==> config.mk <==
export PLATFORM = sky130hd
export DESIGN_NAME = grammer_out_buffer
export DESIGN_NICKNAME = d
export VERILOG_FILES = /design/src/rtl/grammer_pkg.sv /design/src/rtl/gob_fifo_mem.sv /design/src/rtl/grammer_out_buffer.sv
export SDC_FILE = /design/constraint.sdc
export NUM_CORES = 1
export LEC_CHECK = 0
export ABC_AREA = 0
export BUFFER_PORTS_ARGS = -buffer_cell sky130_fd_sc_hd__buf_4
export CAP_MARGIN = 15
export CORE_UTILIZATION = 30
export CTS_CLUSTER_SIZE = 8
export DETAILED_ROUTE_END_ITERATION = 8
export GPL_TIMING_DRIVEN = 0
export SYNTH_ARGS = -nofsm -noshare
export SYNTH_HDL_FRONTEND = slang
export SYNTH_SLANG_ARGS = --single-unit
==> constraint.sdc <==
create_clock -name clk -period 2.9 [get_ports clk]
set_input_delay 0 -clock clk [delete_from_list [all_inputs] [get_ports clk]]
set_output_delay 0 -clock clk [all_outputs]
set_load 0.02 [all_outputs]
==> src/rtl/grammer_pkg.sv <==
// Shared types and defaults for the grammer output buffer.
// Optional checksum logic in the top level is enabled by defining GOB_CHECKSUM_EN.
package grammer_pkg;

  localparam int GOB_DATA_W = 32;
  localparam int GOB_DEPTH  = 4;

  // Occupancy-based control state of the output FIFO.
  typedef enum logic [1:0] {
    EMPTY  = 2'd0,
    ACTIVE = 2'd1,
    FULL   = 2'd2
  } gob_state_t;

endpackage

==> src/rtl/gob_fifo_mem.sv <==
// Storage for the output buffer: DEPTH x DATA_W register array with one write
// port and one registered read port. A same-cycle write to the address being
// read is forwarded, so the read register always holds the current head word.
module gob_fifo_mem
  import grammer_pkg::*;
#(
  parameter int DATA_W = GOB_DATA_W,
  parameter int DEPTH  = GOB_DEPTH,
  localparam int PTR_W = $clog2(DEPTH)
) (
  input  logic              clk,
  input  logic              rst,
  input  logic              we,
  input  logic [PTR_W-1:0]  waddr,
  input  logic [DATA_W-1:0] wdata,
  input  logic [PTR_W-1:0]  raddr,
  output logic [DATA_W-1:0] rdata
);

  logic [DATA_W-1:0] mem_q [DEPTH];
  logic [DATA_W-1:0] rdata_d;
  logic [DATA_W-1:0] rdata_q;

  // Select the word to register: forward the incoming write when it targets the read address.
  always_comb begin
    rdata_d = mem_q[raddr];
    if (we && (waddr == raddr)) begin
      rdata_d = wdata;
    end
  end

  // Array write port.
  // NOTE: the array has no reset; an entry is only read after it has been written.
  always_ff @(posedge clk) begin
    if (we) begin
      mem_q[waddr] <= wdata;
    end
  end

  // Registered read port, cleared by reset so dout starts at zero.
  // NOTE: sequential state uses non-blocking assignments so every flop samples pre-edge values.
  always_ff @(posedge clk or posedge rst) begin
    if (rst) begin
      rdata_q <= '0;
    end else begin
      rdata_q <= rdata_d;
    end
  end

  assign rdata = rdata_q;

endmodule

==> src/rtl/grammer_out_buffer.sv <==
// Output buffer behind the 32-bit compute stage: first-word fall-through FIFO
// with drop-on-full, sticky overflow, accepted-word counter and synchronous flush.
// Define GOB_CHECKSUM_EN to add the rotate-xor checksum port over accepted words.
module grammer_out_buffer
  import grammer_pkg::*;
#(
  parameter int DATA_W = GOB_DATA_W,
  parameter int DEPTH  = GOB_DEPTH,
  parameter int CNT_W  = 16,
  localparam int LVL_W = $clog2(DEPTH) + 1
) (
  input  logic              clk,
  input  logic              reset,
  input  logic [DATA_W-1:0] din,
  input  logic              din_valid,
  input  logic              flush,
  output logic [DATA_W-1:0] dout,
  output logic              dout_valid,
  input  logic              dout_ready,
  output logic              full,
  output logic              empty,
  output logic [LVL_W-1:0]  level,
  output logic              overflow,
  output logic [CNT_W-1:0]  accept_cnt
`ifdef GOB_CHECKSUM_EN
  ,
  output logic [DATA_W-1:0] checksum
`endif
);

  localparam int PTR_W = $clog2(DEPTH);

  gob_state_t        state_q, state_d;
  logic [PTR_W-1:0]  wr_ptr_q, wr_ptr_d;
  logic [PTR_W-1:0]  rd_ptr_q, rd_ptr_d;
  logic [LVL_W-1:0]  level_q, level_d;
  logic              overflow_q, overflow_d;
  logic [CNT_W-1:0]  accept_cnt_q, accept_cnt_d;
`ifdef GOB_CHECKSUM_EN
  logic [DATA_W-1:0] checksum_q, checksum_d;
`endif

  logic push;
  logic pop;
  logic mem_we;

  assign pop    = (state_q != EMPTY) && dout_ready;
  assign push   = din_valid && ((state_q != FULL) || pop);
  assign mem_we = push && !flush;

  // Next-state logic: flush wins over push/pop; otherwise apply push and pop together.
  // NOTE: every always_comb output gets a default first so no latch is inferred.
  always_comb begin
    state_d      = state_q;
    wr_ptr_d     = wr_ptr_q;
    rd_ptr_d     = rd_ptr_q;
    level_d      = level_q;
    overflow_d   = overflow_q;
    accept_cnt_d = accept_cnt_q;
`ifdef GOB_CHECKSUM_EN
    checksum_d   = checksum_q;
`endif
    if (flush) begin
      wr_ptr_d = '0;
      rd_ptr_d = '0;
      level_d  = '0;
      state_d  = EMPTY;
    end else begin
      if (push) begin
        wr_ptr_d     = wr_ptr_q + PTR_W'(1);
        accept_cnt_d = accept_cnt_q + CNT_W'(1);
`ifdef GOB_CHECKSUM_EN
        checksum_d   = {checksum_q[DATA_W-2:0], checksum_q[DATA_W-1]} ^ din;
`endif
      end
      if (pop) begin
        rd_ptr_d = rd_ptr_q + PTR_W'(1);
      end
      if (din_valid && !push) begin
        overflow_d = 1'b1;
      end
      level_d = level_q + LVL_W'(push) - LVL_W'(pop);
      if (level_d == '0) begin
        state_d = EMPTY;
      end else if (level_d == LVL_W'(DEPTH)) begin
        state_d = FULL;
      end else begin
        state_d = ACTIVE;
      end
    end
  end

  // Control FSM and bookkeeping registers.
  always_ff @(posedge clk or posedge reset) begin
    if (reset) begin
      state_q      <= EMPTY;
      wr_ptr_q     <= '0;
      rd_ptr_q     <= '0;
      level_q      <= '0;
      overflow_q   <= 1'b0;
      accept_cnt_q <= '0;
`ifdef GOB_CHECKSUM_EN
      checksum_q   <= '0;
`endif
    end else begin
      state_q      <= state_d;
      wr_ptr_q     <= wr_ptr_d;
      rd_ptr_q     <= rd_ptr_d;
      level_q      <= level_d;
      overflow_q   <= overflow_d;
      accept_cnt_q <= accept_cnt_d;
`ifdef GOB_CHECKSUM_EN
      checksum_q   <= checksum_d;
`endif
    end
  end

  // Reading at the next read pointer keeps dout equal to the head word after every edge.
  gob_fifo_mem #(
    .DATA_W (DATA_W),
    .DEPTH  (DEPTH)
  ) u_mem (
    .clk   (clk),
    .rst   (reset),
    .we    (mem_we),
    .waddr (wr_ptr_q),
    .wdata (din),
    .raddr (rd_ptr_d),
    .rdata (dout)
  );

  assign dout_valid = (state_q != EMPTY);
  assign empty      = (state_q == EMPTY);
  assign full       = (state_q == FULL);
  assign level      = level_q;
  assign overflow   = overflow_q;
  assign accept_cnt = accept_cnt_q;
`ifdef GOB_CHECKSUM_EN
  assign checksum   = checksum_q;
`endif

endmodule

==> impl_metrics.yaml <==
status:
  outcome: "finished, final reports clean"
yosys:
  ys.flop_type: "edfxtp_1"
  yosys.area.top_type: "edfxtp_1"
  syn_nets: 503
  async_flop_share: 0.3118
  ys_types: 42
  yosys_warnings: 0
  yosysSeqAreaShare: 0.7009
  synth_top_area_frac: 0.5088
  synth-edff-count: 128
  yosys_register_bits: 186
  synthesis.area_sq_um: 7555
  syn_avg_cell_area_sq_um: 16.46
  synth_cells: 459
  synth.area.top_cells: "edfxtp_1, dfrtp_1, mux2_4, mux2i_1, a22oi_1"
pwr:
  p_leak_nw: 3.766
  ir_worst_vdd_mv: 0.3733
  power.density_nw_per_um2: 828.0
floorplan:
  die_h_microns: 160.7
  std_cell_rows: 57
  die_area_sq_um: 25820
  io_pins: 92
  coreArea_sq_um: 24530
  initial_core_util: 0.3079
  die_w_microns: 160.7
route:
  drc: 0
  wl_microns: 16010
  vias_per_cell: 4.540
  wl_per_cell_microns: 16.92
  ant_nets: 0
  drt-initial-drc-count: 386
  vias: 4295
  dr.pass1.iters: 4
clock_network:
  clock_latency_ns: 0.43
  cts.path.max_buffers: 2
  postCtsSetupRepairBufs: 0
  cts_root_buf: "clkbuf_16"
  h-tree-depth: 4
  holdBufCountCts: 35
  tritoncts: "built"
  ctsResizeCount: 0
  path_clk_slew_ns: 0.07
  clock-sinks: 186
  numCtsBuffers: 17
flow_run:
  max-cap-violations: 0
timing:
  slew_headroom: 0.5064
  slew_viol_final: 0
  finClkSkew_ns: 0.01242
  setup_viol: 0
  min_period_ns: 2.341
  hold_violations: 0
  fin_crit_sh: 0.8072
  rsz0062_at_grt: "false"
  fmax_mhz: 427.2
  tns_ns: 0
  tightest_slew_ns: 0.7393
hold_path:
  holdPathStages: 3
  hold_path_class: "input pin to flip-flop"
placed_design:
  place_area_sq_um: 8771
  port_buffers: 91
  hpwl_microns: 10600
  routabilityCongestion: 0.7507
worst_setup_path:
  cp-end-kind: "flip-flop"
  critPathRequiredTime_ns: 3.21
  rr_worst_depth: 6
  path_depth: 6
  cp.buffers_inverters: 2
  slowest_delay_ns: 0.50
  r2r_setup_slack_ns: 0.56
  arrival_ns: 2.65
  critPathSlowestCell: "clkbuf_1"
  criticalPathCategory: "flip-flop to flip-flop"
  cp_top_family: "buffers and inverters"
  crit_chain: "o21a_1 > mux2_2 > buf_2 > clkbuf_1 > a22oi_1 > mux2_4"
  cp_max_fo: 10
  cp-start-kind: "flip-flop"
grt:
  grt_max_degree: 33
  antenna_found_initial: 0
  track_usage: 0.1284
  first_global_vias: 4527
  grt_pass1_wl_microns: 25090
  overflow: 0
final_layout:
  fillers: 2296
  layout-drive-gt1-share: 0.3151
  areaGrowthSynthToFinish_pct: 28.12
  final_cell_mix: "edfxtp_1, buf_4, dfrtp_1"
  final_nets: 653
  antenna_cells: 0
  final_cell_area_sq_um: 9679
  layout_commonest_cell: "edfxtp_1"
[metrics by stage]
stage | utilization | hold WS, ns | power, W | setup WS, ns | instances
floorplan | - | 0.09887 | 0.004962 | 0.7759 | 459
global placement | 0.3523 | 0.2084 | 0.005811 | -0.01227 | 874
detailed placement | 0.3575 | 0.1921 | 0.005885 | 0.5301 | 879
CTS | 0.3945 | 0.03798 | 0.008124 | 0.5237 | 946
global route | 0.3945 | 0.04880 | 0.008408 | 0.4386 | 946
finish | 0.3945 | 0.05659 | 0.008015 | 0.5592 | 946
[tightest hold or removal path, delay by kind of cell]
| family | cells | cell delay (ns) |
|---|---|---|
| AOI/OAI and AO/OA | 1 | 0.24 |
| buffers and inverters | 1 | 0.12 |
| and+or+nand+nor | 1 | 0.08 |
[registers in the layout, indices dropped and copies added (netlist names)]
| name | count |
|---|---|
| rd_ptr_q | 2 |
| accept_cnt | 16 |
| u_mem.mem_q | 128 |
| wr_ptr_q | 2 |
| overflow | 1 |
| level | 3 |
| state_q | 2 |
| u_mem.rdata | 32 |
[power by group]
group | switching [W] | internal, W
clock network | 0.00105 | 0.00113
logic | 0.00125 | 0.00115
registers | 0.000197 | 0.00323
[Yosys cell counts, types with 5 or more instances]
cell        n
ha_1        6
mux2_4     31
nand2_1     8
mux2i_1    33
edfxtp_1  128
a21oi_1    32
xnor2_1    14
dfrtp_1    58
nor2_1      8
nand2b_1   34
xor2_1      5
nor2b_1     5
inv_1       7
a22oi_1    32
buf_6       8
nand3_1     5
buf_2       6
[kinds of logic (layout without fill, tap and decap cells)]
group / after synthesis / after routing / share of synthesized area
buf+inv: 29 / 192 / 0.02484
mux: 68 / 68 / 0.1113
fa+ha+maj: 7 / 7 / 0.01259
compound gates: 68 / 68 / 0.05681
simple gates: 80 / 80 / 0.06575
flops: 186 / 186 / 0.7009
xor+xnor: 21 / 21 / 0.02782
[cell type report]
class | count | area, sq um | area share
well taps | 324 | 405.4 | 0.04188
multi-input cells | 244 | 2077 | 0.2146
repair buffers | 131 | 1156 | 0.1194
flip-flops and latches | 186 | 5295 | 0.5471
inverters | 7 | 26.28 | 0.002715
clock inverters | 15 | 132.6 | 0.01370
clock buffers | 17 | 425.4 | 0.04395
plain buffers | 22 | 161.4 | 0.01668
[layer usage]
| layer | track usage | vias to the layer above | share of wire |
|---|---|---|---|
| met5 | 0 | - | 0 |
| met4 | 0.04074 | 0 | 0.010 |
| met3 | 0.02841 | 13 | 0.036 |
| met2 | 0.2204 | 87 | 0.51 |
| met1 | 0.1606 | 2191 | 0.44 |
| li1 | - | 2004 | - |
[path summary, 6_finish.rpt]
kind                                           start                   endpoint
worst max register to register  state_q[0]$_DFF_PP0_  u_mem.rdata[20]$_DFF_PP0_
max in group asynchronous                      reset  u_mem.rdata[31]$_DFF_PP0_
worst min register to register  overflow$_DFFE_PP0P_       overflow$_DFFE_PP0P_
min in group asynchronous                      reset  u_mem.rdata[20]$_DFF_PP0_
worst min-delay path                      dout_ready       overflow$_DFFE_PP0P_
worst max-delay path            state_q[0]$_DFF_PP0_  u_mem.rdata[20]$_DFF_PP0_
(Power assumes the default switching activity.)
